## src/rtl/mc_main_ctrl.sv

```systemverilog
// mc_main_ctrl: multicycle MIPS main controller.
// Sequences fetch / decode / execute / memory / writeback for each
// instruction and drives every datapath mux select and write enable.
// Adds BNE, ORI, JAL, a variable-latency memory handshake and a defined
// trap path for illegal opcodes.
//
// Memory handshake: a memory request (memread or memwrite) is held
// asserted for as long as the controller sits in a memory state; the
// access completes on the rising edge where mem_ready=1. In FETCH the IR
// and PC loads (irwrite/pcwrite) are qualified by mem_ready so they fire
// exactly once, on the completing cycle. With MEM_WAIT=0 mem_ready is
// ignored and every memory state completes in one cycle.
module mc_main_ctrl #(
  parameter bit EN_BNE       = 1'b1,
  parameter bit EN_ORI       = 1'b1,
  parameter bit EN_JAL       = 1'b1,
  parameter bit MEM_WAIT     = 1'b1,
  parameter bit ILLEGAL_TRAP = 1'b1
) (
  input  logic       clk,
  input  logic       reset,
  input  logic [5:0] op,
  input  logic       mem_ready,
  output logic       iord,
  output logic       memread,
  output logic       memwrite,
  output logic       irwrite,
  output logic       pcwrite,
  output logic       branch,
  output logic       branch_ne,
  output logic       regwrite,
  output logic [1:0] regdst,
  output logic       memtoreg,
  output logic       jal_link,
  output logic       immzext,
  output logic       alusrca,
  output logic [1:0] alusrcb,
  output logic [1:0] aluop,
  output logic [1:0] pcsrc,
  output logic       illegal_op,
  output logic [3:0] state_o
);

  // Opcodes understood by the decoder.
  localparam logic [5:0] OP_RTYPE = 6'b000000;
  localparam logic [5:0] OP_J     = 6'b000010;
  localparam logic [5:0] OP_JAL   = 6'b000011;
  localparam logic [5:0] OP_BEQ   = 6'b000100;
  localparam logic [5:0] OP_BNE   = 6'b000101;
  localparam logic [5:0] OP_ADDI  = 6'b001000;
  localparam logic [5:0] OP_ORI   = 6'b001101;
  localparam logic [5:0] OP_LW    = 6'b100011;
  localparam logic [5:0] OP_SW    = 6'b101011;

  // Encodings 13 and 14 are deliberately unused and fall to the default arm.
  typedef enum logic [3:0] {
    S_FETCH    = 4'd0,
    S_DECODE   = 4'd1,
    S_MEMADR   = 4'd2,
    S_MEMRD    = 4'd3,
    S_MEMWB    = 4'd4,
    S_MEMWR    = 4'd5,
    S_RTYPE_EX = 4'd6,
    S_RTYPE_WB = 4'd7,
    S_BRANCH   = 4'd8,
    S_IMM_EX   = 4'd9,
    S_IMM_WB   = 4'd10,
    S_JUMP     = 4'd11,
    S_JAL      = 4'd12,
    S_TRAP     = 4'd15
  } state_t;

  state_t state_q, state_d;
  logic   illegal_q, illegal_d;
  logic   mem_rdy;

  // Optional opcodes collapse to plain compares when enabled.
  logic op_bne_ok, op_ori_ok, op_jal_ok;

  assign op_bne_ok = EN_BNE && (op == OP_BNE);
  assign op_ori_ok = EN_ORI && (op == OP_ORI);
  assign op_jal_ok = EN_JAL && (op == OP_JAL);

  // Without a wait-capable memory every access completes immediately.
  assign mem_rdy = MEM_WAIT ? mem_ready : 1'b1;

  // State register and the one-cycle illegal-opcode flag.
  always_ff @(posedge clk) begin
    if (reset) begin
      state_q   <= S_FETCH;
      illegal_q <= 1'b0;
    end else begin
      state_q   <= state_d;
      illegal_q <= illegal_d;
    end
  end

  // Next-state selection and Moore output decode; reset forces all to 0.
  always_comb begin
    state_d    = state_q;
    illegal_d  = 1'b0;
    iord       = 1'b0;
    memread    = 1'b0;
    memwrite   = 1'b0;
    irwrite    = 1'b0;
    pcwrite    = 1'b0;
    branch     = 1'b0;
    branch_ne  = 1'b0;
    regwrite   = 1'b0;
    regdst     = 2'b00;
    memtoreg   = 1'b0;
    jal_link   = 1'b0;
    immzext    = 1'b0;
    alusrca    = 1'b0;
    alusrcb    = 2'b00;
    aluop      = 2'b00;
    pcsrc      = 2'b00;
    illegal_op = illegal_q;
    state_o    = state_q;

    case (state_q)
      S_FETCH: begin
        // PC+4 computed by the ALU; IR and PC load on the completing cycle.
        memread = 1'b1;
        alusrcb = 2'b01;
        irwrite = mem_rdy;
        pcwrite = mem_rdy;
        if (mem_rdy) state_d = S_DECODE;
      end

      S_DECODE: begin
        // Branch target precomputed into ALUOut while the op is decoded.
        alusrcb = 2'b11;
        if (op == OP_RTYPE) begin
          state_d = S_RTYPE_EX;
        end else if ((op == OP_LW) || (op == OP_SW)) begin
          state_d = S_MEMADR;
        end else if ((op == OP_BEQ) || op_bne_ok) begin
          state_d = S_BRANCH;
        end else if ((op == OP_ADDI) || op_ori_ok) begin
          state_d = S_IMM_EX;
        end else if (op == OP_J) begin
          state_d = S_JUMP;
        end else if (op_jal_ok) begin
          state_d = S_JAL;
        end else if (ILLEGAL_TRAP) begin
          state_d = S_TRAP;
        end else begin
          state_d   = S_FETCH;
          illegal_d = 1'b1;
        end
      end

      S_MEMADR: begin
        alusrca = 1'b1;
        alusrcb = 2'b10;
        if (op == OP_LW) begin
          state_d = S_MEMRD;
        end else if (op == OP_SW) begin
          state_d = S_MEMWR;
        end else begin
          // IR changed under us; abandon rather than guess.
          state_d = S_FETCH;
        end
      end

      S_MEMRD: begin
        iord    = 1'b1;
        memread = 1'b1;
        if (mem_rdy) state_d = S_MEMWB;
      end

      S_MEMWB: begin
        memtoreg = 1'b1;
        regwrite = 1'b1;
        state_d  = S_FETCH;
      end

      S_MEMWR: begin
        iord     = 1'b1;
        memwrite = 1'b1;
        if (mem_rdy) state_d = S_FETCH;
      end

      S_RTYPE_EX: begin
        alusrca = 1'b1;
        aluop   = 2'b10;
        state_d = S_RTYPE_WB;
      end

      S_RTYPE_WB: begin
        regdst   = 2'b01;
        regwrite = 1'b1;
        state_d  = S_FETCH;
      end

      S_BRANCH: begin
        // The datapath combines branch/branch_ne with the ALU zero flag.
        alusrca   = 1'b1;
        aluop     = 2'b01;
        pcsrc     = 2'b01;
        branch    = (op == OP_BEQ);
        branch_ne = op_bne_ok;
        state_d   = S_FETCH;
      end

      S_IMM_EX: begin
        alusrca = 1'b1;
        alusrcb = 2'b10;
        if (op_ori_ok) begin
          aluop   = 2'b11;
          immzext = 1'b1;
        end
        state_d = S_IMM_WB;
      end

      S_IMM_WB: begin
        regwrite = 1'b1;
        state_d  = S_FETCH;
      end

      S_JUMP: begin
        pcsrc   = 2'b10;
        pcwrite = 1'b1;
        state_d = S_FETCH;
      end

      S_JAL: begin
        // r31 receives the current PC, which FETCH already advanced to PC+4.
        pcsrc    = 2'b10;
        pcwrite  = 1'b1;
        regwrite = 1'b1;
        regdst   = 2'b10;
        jal_link = 1'b1;
        state_d  = S_FETCH;
      end

      S_TRAP: begin
        // Sticky until reset; nothing else is driven.
        illegal_op = 1'b1;
        state_d    = S_TRAP;
      end

      default: begin
        // Unreachable encodings recover to FETCH with every output low.
        illegal_op = 1'b0;
        state_d    = S_FETCH;
      end
    endcase

    if (reset) begin
      state_d    = S_FETCH;
      illegal_d  = 1'b0;
      iord       = 1'b0;
      memread    = 1'b0;
      memwrite   = 1'b0;
      irwrite    = 1'b0;
      pcwrite    = 1'b0;
      branch     = 1'b0;
      branch_ne  = 1'b0;
      regwrite   = 1'b0;
      regdst     = 2'b00;
      memtoreg   = 1'b0;
      jal_link   = 1'b0;
      immzext    = 1'b0;
      alusrca    = 1'b0;
      alusrcb    = 2'b00;
      aluop      = 2'b00;
      pcsrc      = 2'b00;
      illegal_op = 1'b0;
      state_o    = 4'd0;
    end
  end

endmodule

```

## config.mk

```make
export PLATFORM = sky130hd
export DESIGN_NAME = mc_main_ctrl
export DESIGN_NICKNAME = d
export VERILOG_FILES = /design/src/rtl/mc_main_ctrl.sv
export SDC_FILE = /design/constraint.sdc
export NUM_CORES = 1
export LEC_CHECK = 0
export ABC_AREA = 0
export CORE_MARGIN = 4
export CORE_UTILIZATION = 41
export CTS_BUF_LIST = sky130_fd_sc_hd__clkbuf_4
export DETAILED_ROUTE_END_ITERATION = 6
export HOLD_SLACK_MARGIN = 0.06
export PLACE_DENSITY = 0.82
export SYNTH_ARGS = -nofsm -noshare
export SYNTH_HDL_FRONTEND = slang
export SYNTH_SLANG_ARGS = --single-unit
```

## constraint.sdc

```tcl
create_clock -name clk -period 1.8 [get_ports clk]
set_clock_uncertainty 0.15 [all_clocks]
set_input_delay 0.18 -clock clk [delete_from_list [all_inputs] [get_ports clk]]
set_output_delay 0.18 -clock clk [all_outputs]
set_load 0.02 [all_outputs]
```

==> key figures, run 1 <==
Floorplan
  • # IOs: 34
  • Floorplan row count: 14
  • Starting density of the core: 44.1%
  • Die Wd: 48.5 um
  • DIE HEIGHT: 48.5 um

Synth
  • Synth Cell Area: 672 um^2
  • Async SR Flop Fraction: 0%
  • Main synth FF type: dfxtp_1
  • Top-count cell post-synth: nor2_1
  • Post-synthesis mux area share: 0%
  • Synth top area cells: dfxtp_1 (12%), nor2_1 (6.7%), nand2b_1 (6.5%)
  • Number of distinct library cells after synthesis: 40
  • Mapped Cells: 104
  • Most frequent cells after synthesis: nor2_1 (12), nand2_1 (8), a21oi_1 (7), nand2b_1 (7), clkbuf_1 (6)
  • Post-synthesis adder-cell area fraction: 0%
  • Seq cells post-synth: 4
  • Post-synth EDFFs: 0
  • Synth Area in XOR/XNOR: 5.21%
  • Syn nets: 113
  • Share of the synthesized area in the top cell type: 11.9%
  • Sequential-to-total area share from yosys stat: 11.9%
  • Simple-gate portion of the synthesized area: 48.6%
  • Ys Warns: 0
  • Mean Syn Cell Area: 6.46 um^2
  • Post-synthesis compound-gate area fraction: 25.9%
  • Biggest area consumer among synthesized cells: dfxtp_1
  • Largest family of logic cells by synthesized area: simple AND/OR/NAND/NOR gates

Global routing
  • Largest net degree at the start of global routing: 19

Timing
  • Worst EP kind: primary output
  • Worst_ep grt: branch_ne

Placed design
  • DP Area: 1310 um^2
  • Port Buffer Count: 33
  • Gpl congestion: 0.825
  • Detailed Place HPWL: 2060 um
  • Pre-CTS setup slack: -819 ps

Outcome
  • First reported error: [ERROR DPL-0038] Utilization greater than 100%, impossible to legalize
  • Status: aborted with a tool error
  • Last stage: global routing (5_1_grt)

Clocking
  • H-tree level count: 1
  • CTS Hold Bufs: 0
  • Clock sink count: 4
  • CTS root buf: clkbuf_4
  • Max clock buf depth: 2
  • Cts bufs inserted: 3
kinds of logic after synthesis:
kind of cell              count (synthesis)
xor gates and xnor gates                  4
buffers and inverters                    13
and+or+nand+nor                          58
AOI/OAI and AO/OA                        25
DFF                                       4
metrics by stage:
step / setup TNS [ps] / cells
3_3_place_gp: -10470 / 177
3_5_place_dp: -11610 / 177
4_1_cts: -772 / 185
2_1_floorplan: -9.44 / 104
repair_timing:
| action | CTS |
|---|---|
| endpoints found under the setup margin | 28 |
| gates cloned | 0 |
| resized for setup | 130 |
| pin swaps | 9 |
| buffers inserted | 5 |
==> run 2, diff against run 1 <==
==> config.mk (replaced) <==
export PLATFORM = sky130hd
export DESIGN_NAME = mc_main_ctrl
export DESIGN_NICKNAME = d
export VERILOG_FILES = /design/src/rtl/mc_main_ctrl.sv
export SDC_FILE = /design/constraint.sdc
export NUM_CORES = 1
export LEC_CHECK = 0
export ABC_AREA = 0
export CORE_AREA = 4 4 65 67
export DETAILED_ROUTE_END_ITERATION = 6
export DIE_AREA = 0 0 69 71
export PLACE_DENSITY_LB_ADDON = 0.15
export SYNTH_ARGS = -nofsm -noshare
export SYNTH_HDL_FRONTEND = slang
export SYNTH_SLANG_ARGS = --single-unit
==> run 2 against run 1 <==
The flow now finishes, with violations (setup timing). Synthesized area did not move. Synthesized cell count did not move.
==> key figures, run 2 <==
Clocking
  • Worst skew pair latency: 220 ps
  • Cts bufs inserted: 3 (unchanged)
  • CTS root buf: clkbuf_8
  • CTS Hold Bufs: 0 (unchanged)
  • CTS tree: yes
  • Clk slew on worst S/H paths: 30 ps
  • Max clock buf depth: 2 (unchanged)
  • Clock sink count: 4 (unchanged)
  • H-tree level count: 1 (unchanged)

Power
  • Switching power: 681 uW
  • Leak pwr: 0.000722 uW
  • Switching fraction of total power: 42.6%
  • IR drop worst, VDD: 0.000734 V
  • Pint: 918 uW
  • Cell Pwr Density: 1020 nW/um^2
  • Seq pwr share: 9.4%
  • Combinational share of power: 78.3%
  • Clk pwr share: 12.3%

Outcome
  • Status: finished, violations left
  • Failing checks: setup timing

Route
  • DR pass1 iterations: 4
  • ANT nets after route: 0
  • Initial DRC Count: 25
  • Total Wirelength: 2860 um
  • Vias/cell: 4.54
  • Avg WL per Cell: 12.8 um
  • Via count: 1,017
  • DRC: 0

Placed design
  • Detailed Place HPWL: 2070 um (+0.50%)
  • Gpl congestion: 0.797 (-3.5%)
  • Pre-CTS setup slack: -829 ps (-10.2 ps)
  • DP Cell Count: 214 (+21%)
  • Port Buffer Count: 33 (unchanged)

Global routing
  • First-pass GRT wire length: 4730 um
  • Total GRT Usage: 11.6%
  • Initial antenna violation count: 0
  • Number of global-route vias before repair: 1,005
  • Largest net degree at the start of global routing: 12
  • Grt ovf: 0

Critical path
  • Critical path fanouts, max: 3
  • Worst path arrival time: 1560 ps
  • Crit path launch type: flip-flop
  • Worst Setup Path Type: flip-flop to output port
  • Worst path required time: 1470 ps
  • Crit. End Element: output port
  • FF-to-FF path depth: 6

Run
  • Max-cap violations: 0

Synth
  • Syn nets: 113 (unchanged)
  • Most frequent cells after synthesis: nor2_1 (12), nand2_1 (8), a21oi_1 (7), nand2b_1 (7), clkbuf_1 (6)
  • Seq cells post-synth: 4 (unchanged)
  • Main synth FF type: dfxtp_1
  • Top-count cell post-synth: nor2_1
  • Mean Syn Cell Area: 6.46 um^2 (unchanged)
  • Synth Cell Area: 672 um^2 (unchanged)
  • Mapped Cells: 104 (unchanged)
  • Synth top area cells: dfxtp_1 (12%), nor2_1 (6.7%), nand2b_1 (6.5%)
  • Sequential-to-total area share from yosys stat: 11.9% (unchanged)
  • Async SR Flop Fraction: 0% (unchanged)
  • Biggest area consumer among synthesized cells: dfxtp_1
  • Number of distinct library cells after synthesis: 40 (unchanged)
  • Share of the synthesized area in the top cell type: 11.9% (unchanged)
  • Ys Warns: 0 (unchanged)
  • Post-synth EDFFs: 0 (unchanged)

Timing
  • Worst rel slew slack: 81.0%
  • Final worst slack: -89.3 ps
  • RSZ-0062 raised after global routing: yes
  • Setup-violating endpoint count in the final report: 6
  • Final Hold Fails: 0
  • Tcrit/Tclk final: 105%
  • Final Critical Period: 1890 ps
  • Count of pins over their slew limit: 0
  • Fmax: 529 MHz
  • Slew @ Worst Pin: 284 ps

Worst hold path
  • Hold depth: 5
  • Hold Path Class: primary input to flip-flop

Layout
  • # nets final: 187
  • Post-Layout Cell Count: 224
  • Diode count: 0
  • Finished Core Util: 43.1%
  • Syn-to-layout area delta: 133%
  • Share of layout cells above drive strength 1: 60.8%
  • Commonest non-fill, non-tap cell in the layout: buf_4
  • Max reg flops: 4
  • Biggest regs: state_q (4)
  • Reg with most FFs: state_q
  • Most frequent cells in the layout: buf_4 (42), buf_6 (16), nor2_1 (9)

Floorplan
  • Core ar.: 3630 um^2
  • Die Wd: 69 um (+42%)
  • Floorplan row count: 22 (+8)
  • DIE HEIGHT: 71 um (+46%)
  • Starting density of the core: 18.5% (-26 points)
  • # IOs: 34 (unchanged)
  • Die ar.: 4900 um^2
-- run 2: cell counts after synthesis --
Identical to the previous run, type by type.
-- run 2: kinds of logic (layout without fill, tap and decap cells) --
family | after synthesis | after routing | share of synthesized area [%]
and+or+nand+nor | 58 | 58 | 48.6
xor gates and xnor gates | 4 | 4 | 5.22
AOI/OAI and AO/OA | 25 | 25 | 25.9
DFF | 4 | 4 | 11.9
buffers and inverters | 13 | 85 | 8.38
-- run 2: final timing paths --
kind,slack [ps],from,endpoint
worst max-delay path,-90,state_q[2],aluop[0]
worst min-delay path,350,op[4],state_q[2]
worst max register to register,60,state_q[2],state_q[0]
worst min register to register,490,state_q[3],state_q[0]
-- run 2: layout make-up --
cell class / instances / area, um^2
inverter: 4 / 15.0
tap: 48 / 60.1
multi-input combinational: 87 / 716
sequential: 4 / 87.6
timing repair buffer: 78 / 648
fill: 393 / 2070
clock buffer: 3 / 41.3
-- run 2: routing by layer --
metal | track usage [%] | part of all wire (%) | vias up
met2 | 19.5 | 50 | 33
met1 | 14.7 | 43 | 459
met4 | 3.04 | 1.7 | 0
met5 | 0 | 0 | -
met3 | 2.84 | 5.9 | 7
li1 | - | - | 518
-- run 2: timing repair --
| action | CTS | global route |
|---|---|---|
| endpoints found under the setup margin | 28 | 26 |
| setup buffers | 6 | 2 |
| hold endpoints to repair | 0 | 0 |
| pin swaps | 10 | 15 |
| resized for setup | 125 | 41 |
-- run 2: critical path, stage by stage (launching register included) --
cell	delay, ps
dfxtp_2	320
nand2b_4	150
or4_4	580
o21ai_4	160
buf_6	130
-- run 2: stage by stage --
step / hold slack, ps / total power [uW] / instance area, um^2 / setup TNS (ps)
CTS: 471 / 1450 / 1490 / -491
global placement: 462 / 1180 / 1390 / -11400
global route: 383 / 1710 / 1570 / -741
floorplan: 133 / 691 / 753 / -9.44
detailed placement: 475 / 1180 / 1390 / -11360
finish: 354 / 1600 / 1570 / -299
-- run 2: power by group through the flow --
stage	Clock (uW)	Combinational (uW)	Sequential, uW
4_1_cts	200	1110	147
6_report	197	1250	150
3_5_place_dp	0	1040	138
5_1_grt	214	1340	156
2_1_floorplan	0	557	133
3_3_place_gp	0	1040	138
Power figures use the tool's default switching activity.
==> run 3, diff against run 2 <==
==> constraint.sdc (replaced) <==
create_clock -name clk -period 1.8 [get_ports clk]
set_clock_uncertainty 0.15 [all_clocks]
set_input_delay 0.36 -clock clk [delete_from_list [all_inputs] [get_ports clk]]
set_output_delay 0.36 -clock clk [all_outputs]
set_load 0.02 [all_outputs]
==> run 3 against run 2 <==
The run still ends with setup timing left. Sequential power grew 7%. Core utilization rose by 9.5 points. Flip-flop and latch count did not move. Global-route usage rose by 1.1 points. First-iteration DRC count unchanged. Critical path depth did not move. Via count up 8.4%. Largest power group unchanged. Register-to-register slack got worse by 170 ps. Non-clock buffer count grew 15. Hold slack gained 170 ps. Cell count increased by 6.7%. Die area stayed put.
==> key figures, run 3 (synthesis gave the netlist of run 2 again) <==
Outcome
  • Status: finished, violations left
  • Failing checks: setup timing

Layout
  • Post-Layout Cell Count: 239 (+6.7%)
  • Diode count: 0 (unchanged)
  • Max reg flops: 4 (unchanged)
  • Biggest regs: state_q (4)
  • Reg with most FFs: state_q
  • # nets final: 202 (+8.0%)
  • Fill cells: 349 (-11%)
  • Share of layout cells above drive strength 1: 74.9% (+14 points)
  • Cell area after layout: 1910 um^2 (+22%)
  • Most frequent cells in the layout: buf_6 (41), buf_4 (41), nor2_4 (8)
  • Finished Core Util: 52.7% (+9.5 points)
  • Syn-to-layout area delta: 185%

Critical path
  • Worst Setup Path Type: flip-flop to output port
  • Crit path launch type: flip-flop
  • Worst Setup SP: state_q[0]
  • Crit. End Element: output port
  • Worst path required time: 1290 ps (-180 ps)
  • Critical path fanouts, max: 3 (unchanged)
  • Crit Reg-Reg Startpoint: state_q[0]
  • Worst path arrival time: 1670 ps (+110 ps)
  • FF-to-FF path depth: 10 (+4)

Timing
  • RSZ-0062 raised after global routing: yes
  • Slew @ Worst Pin: 303 ps (+19.1 ps)
  • Worst rel slew slack: 79.8% (-1.1 points)
  • Final Critical Period: 2180 ps (+291 ps)
  • Count of pins over their slew limit: 0 (unchanged)
  • Fmax: 459 MHz (-13%)
  • Setup-violating endpoint count in the final report: 24 (+18)
  • Tcrit/Tclk final: 121% (+16 points)
  • Final Hold Fails: 0 (unchanged)
  • Final worst slack: -380 ps (-291 ps)
  • Post-Route Setup TNS: -4830 ps (-4530 ps)

Route
  • DRC: 0 (unchanged)
  • Avg WL per Cell: 13.3 um (+4.4%)
  • Via count: 1,102 (+8.4%)
  • Initial DRC Count: 25 (unchanged)
  • DR pass1 iterations: 4 (unchanged)
  • Vias/cell: 4.61 (+1.6%)
  • Total Wirelength: 3180 um (+11%)
  • ANT nets after route: 0 (unchanged)

Clocking
  • Cts bufs inserted: 3 (unchanged)
  • Max clock buf depth: 2 (unchanged)
  • Worst skew pair latency: 220 ps (about the same)
  • CTS root buf: clkbuf_8
  • H-tree level count: 1 (unchanged)
  • Clock sink count: 4 (unchanged)
  • CTS Hold Bufs: 0 (unchanged)
  • CTS tree: yes
  • Clk slew on worst S/H paths: 30 ps (about the same)

Placed design
  • DP Area: 1420 um^2 (+2.4%)
  • DP Cell Count: 211 (-1.4%)
  • Port Buffer Count: 33 (unchanged)
  • Pre-CTS setup slack: -1170 ps (-340 ps)
  • Detailed Place HPWL: 2210 um (+7.0%)
  • Gpl congestion: 0.780 (-2.1%)

Power
  • IR drop worst, VDD: 0.000658 V (-10%)
  • Leak pwr: 0.000825 uW (+14%)
  • Cell Pwr Density: 1070 nW/um^2 (+4.5%)

Global routing
  • Total GRT Usage: 12.6% (+1.1 points)
  • Initial antenna violation count: 0 (unchanged)
  • Largest net degree at the start of global routing: 11 (-1)
  • Grt ovf: 0 (unchanged)
  • First-pass GRT wire length: 5190 um (+9.6%)
  • Number of global-route vias before repair: 1,112 (+11%)

Floorplan
  • Die Wd: 69 um (unchanged)
  • Floorplan row count: 22 (unchanged)
  • Die ar.: 4900 um^2 (unchanged)
  • DIE HEIGHT: 71 um (unchanged)
  • # IOs: 34 (unchanged)
  • Starting density of the core: 18.5% (unchanged)
  • Core ar.: 3630 um^2 (unchanged)

Worst hold path
  • Hold depth: 5 (unchanged)
  • Min-Delay Startpoint: op[4]
  • Hold Path Class: primary input to flip-flop

Run
  • Max-cap violations: 0 (unchanged)
run 3: changes by cell type in the layout (fill, tap and decap cells not counted), sizes merged:
| cell | before | now |
|---|---|---|
| clkdlybuf4s50 | 2 | 1 |
| dlymetal6s2s | 1 | 0 |
| dlygate4sd2 | 4 | 2 |
| buf | 66 | 87 |
| clkbuf | 6 | 4 |
run 3: stage by stage:
step / hold WS [ps] / power (uW)
after floorplan: 313 / 754
after global placement: 607 / 1200
after detailed placement: 602 / 1210
after CTS: 522 / 1800
after global routing: 534 / 2160
final: 526 / 2040
run 3: worst paths after layout:
check                             endpoint  slack (ps)
worst max-delay path             branch_ne        -380
worst min-delay path            state_q[2]         530
worst max register to register  state_q[0]        -110
worst min register to register  state_q[0]         620
run 3: timing repair:
item / CTS / global route
resized for setup: 209 / 25
gates cloned: 0 / 0
setup buffers: 15 / 12
pin swaps: 23 / 18
setup endpoints to repair: 29 / 27
run 3: routing by layer:
layer	vias to the layer above	track usage (%)	wire, um	share of wire [%]
li1	550	-	-	-
met1	512	15.1	1350	42
met2	30	22.6	1620	51
met3	10	2.70	128	4.0
met4	0	3.90	90	2.8
met5	-	0	0	0
run 3: final cells by class:
type	instances	area, um^2	area share (%)
clock buffer	3	41.3	2.16
inverter	4	15.0	0.784
tap	48	60.1	3.14
multi-input combinational	87	835	43.6
sequential	4	90.1	4.71
timing repair buffer	93	873	45.6
run 3: power breakdown:
group / leakage (uW) / switching, uW / total [uW] / internal (uW)
registers: 0.0000350 / 31.4 / 160 / 129
clock network: 0.0000216 / 50.5 / 193 / 143
logic: 0.000768 / 762 / 1690 / 924
run 3: critical path, stage by stage, from the launching register on:
cell	delay, ps
dfxtp_4	340
or2_4	250
or3_4	430
nor4b_4	240
buf_4	180
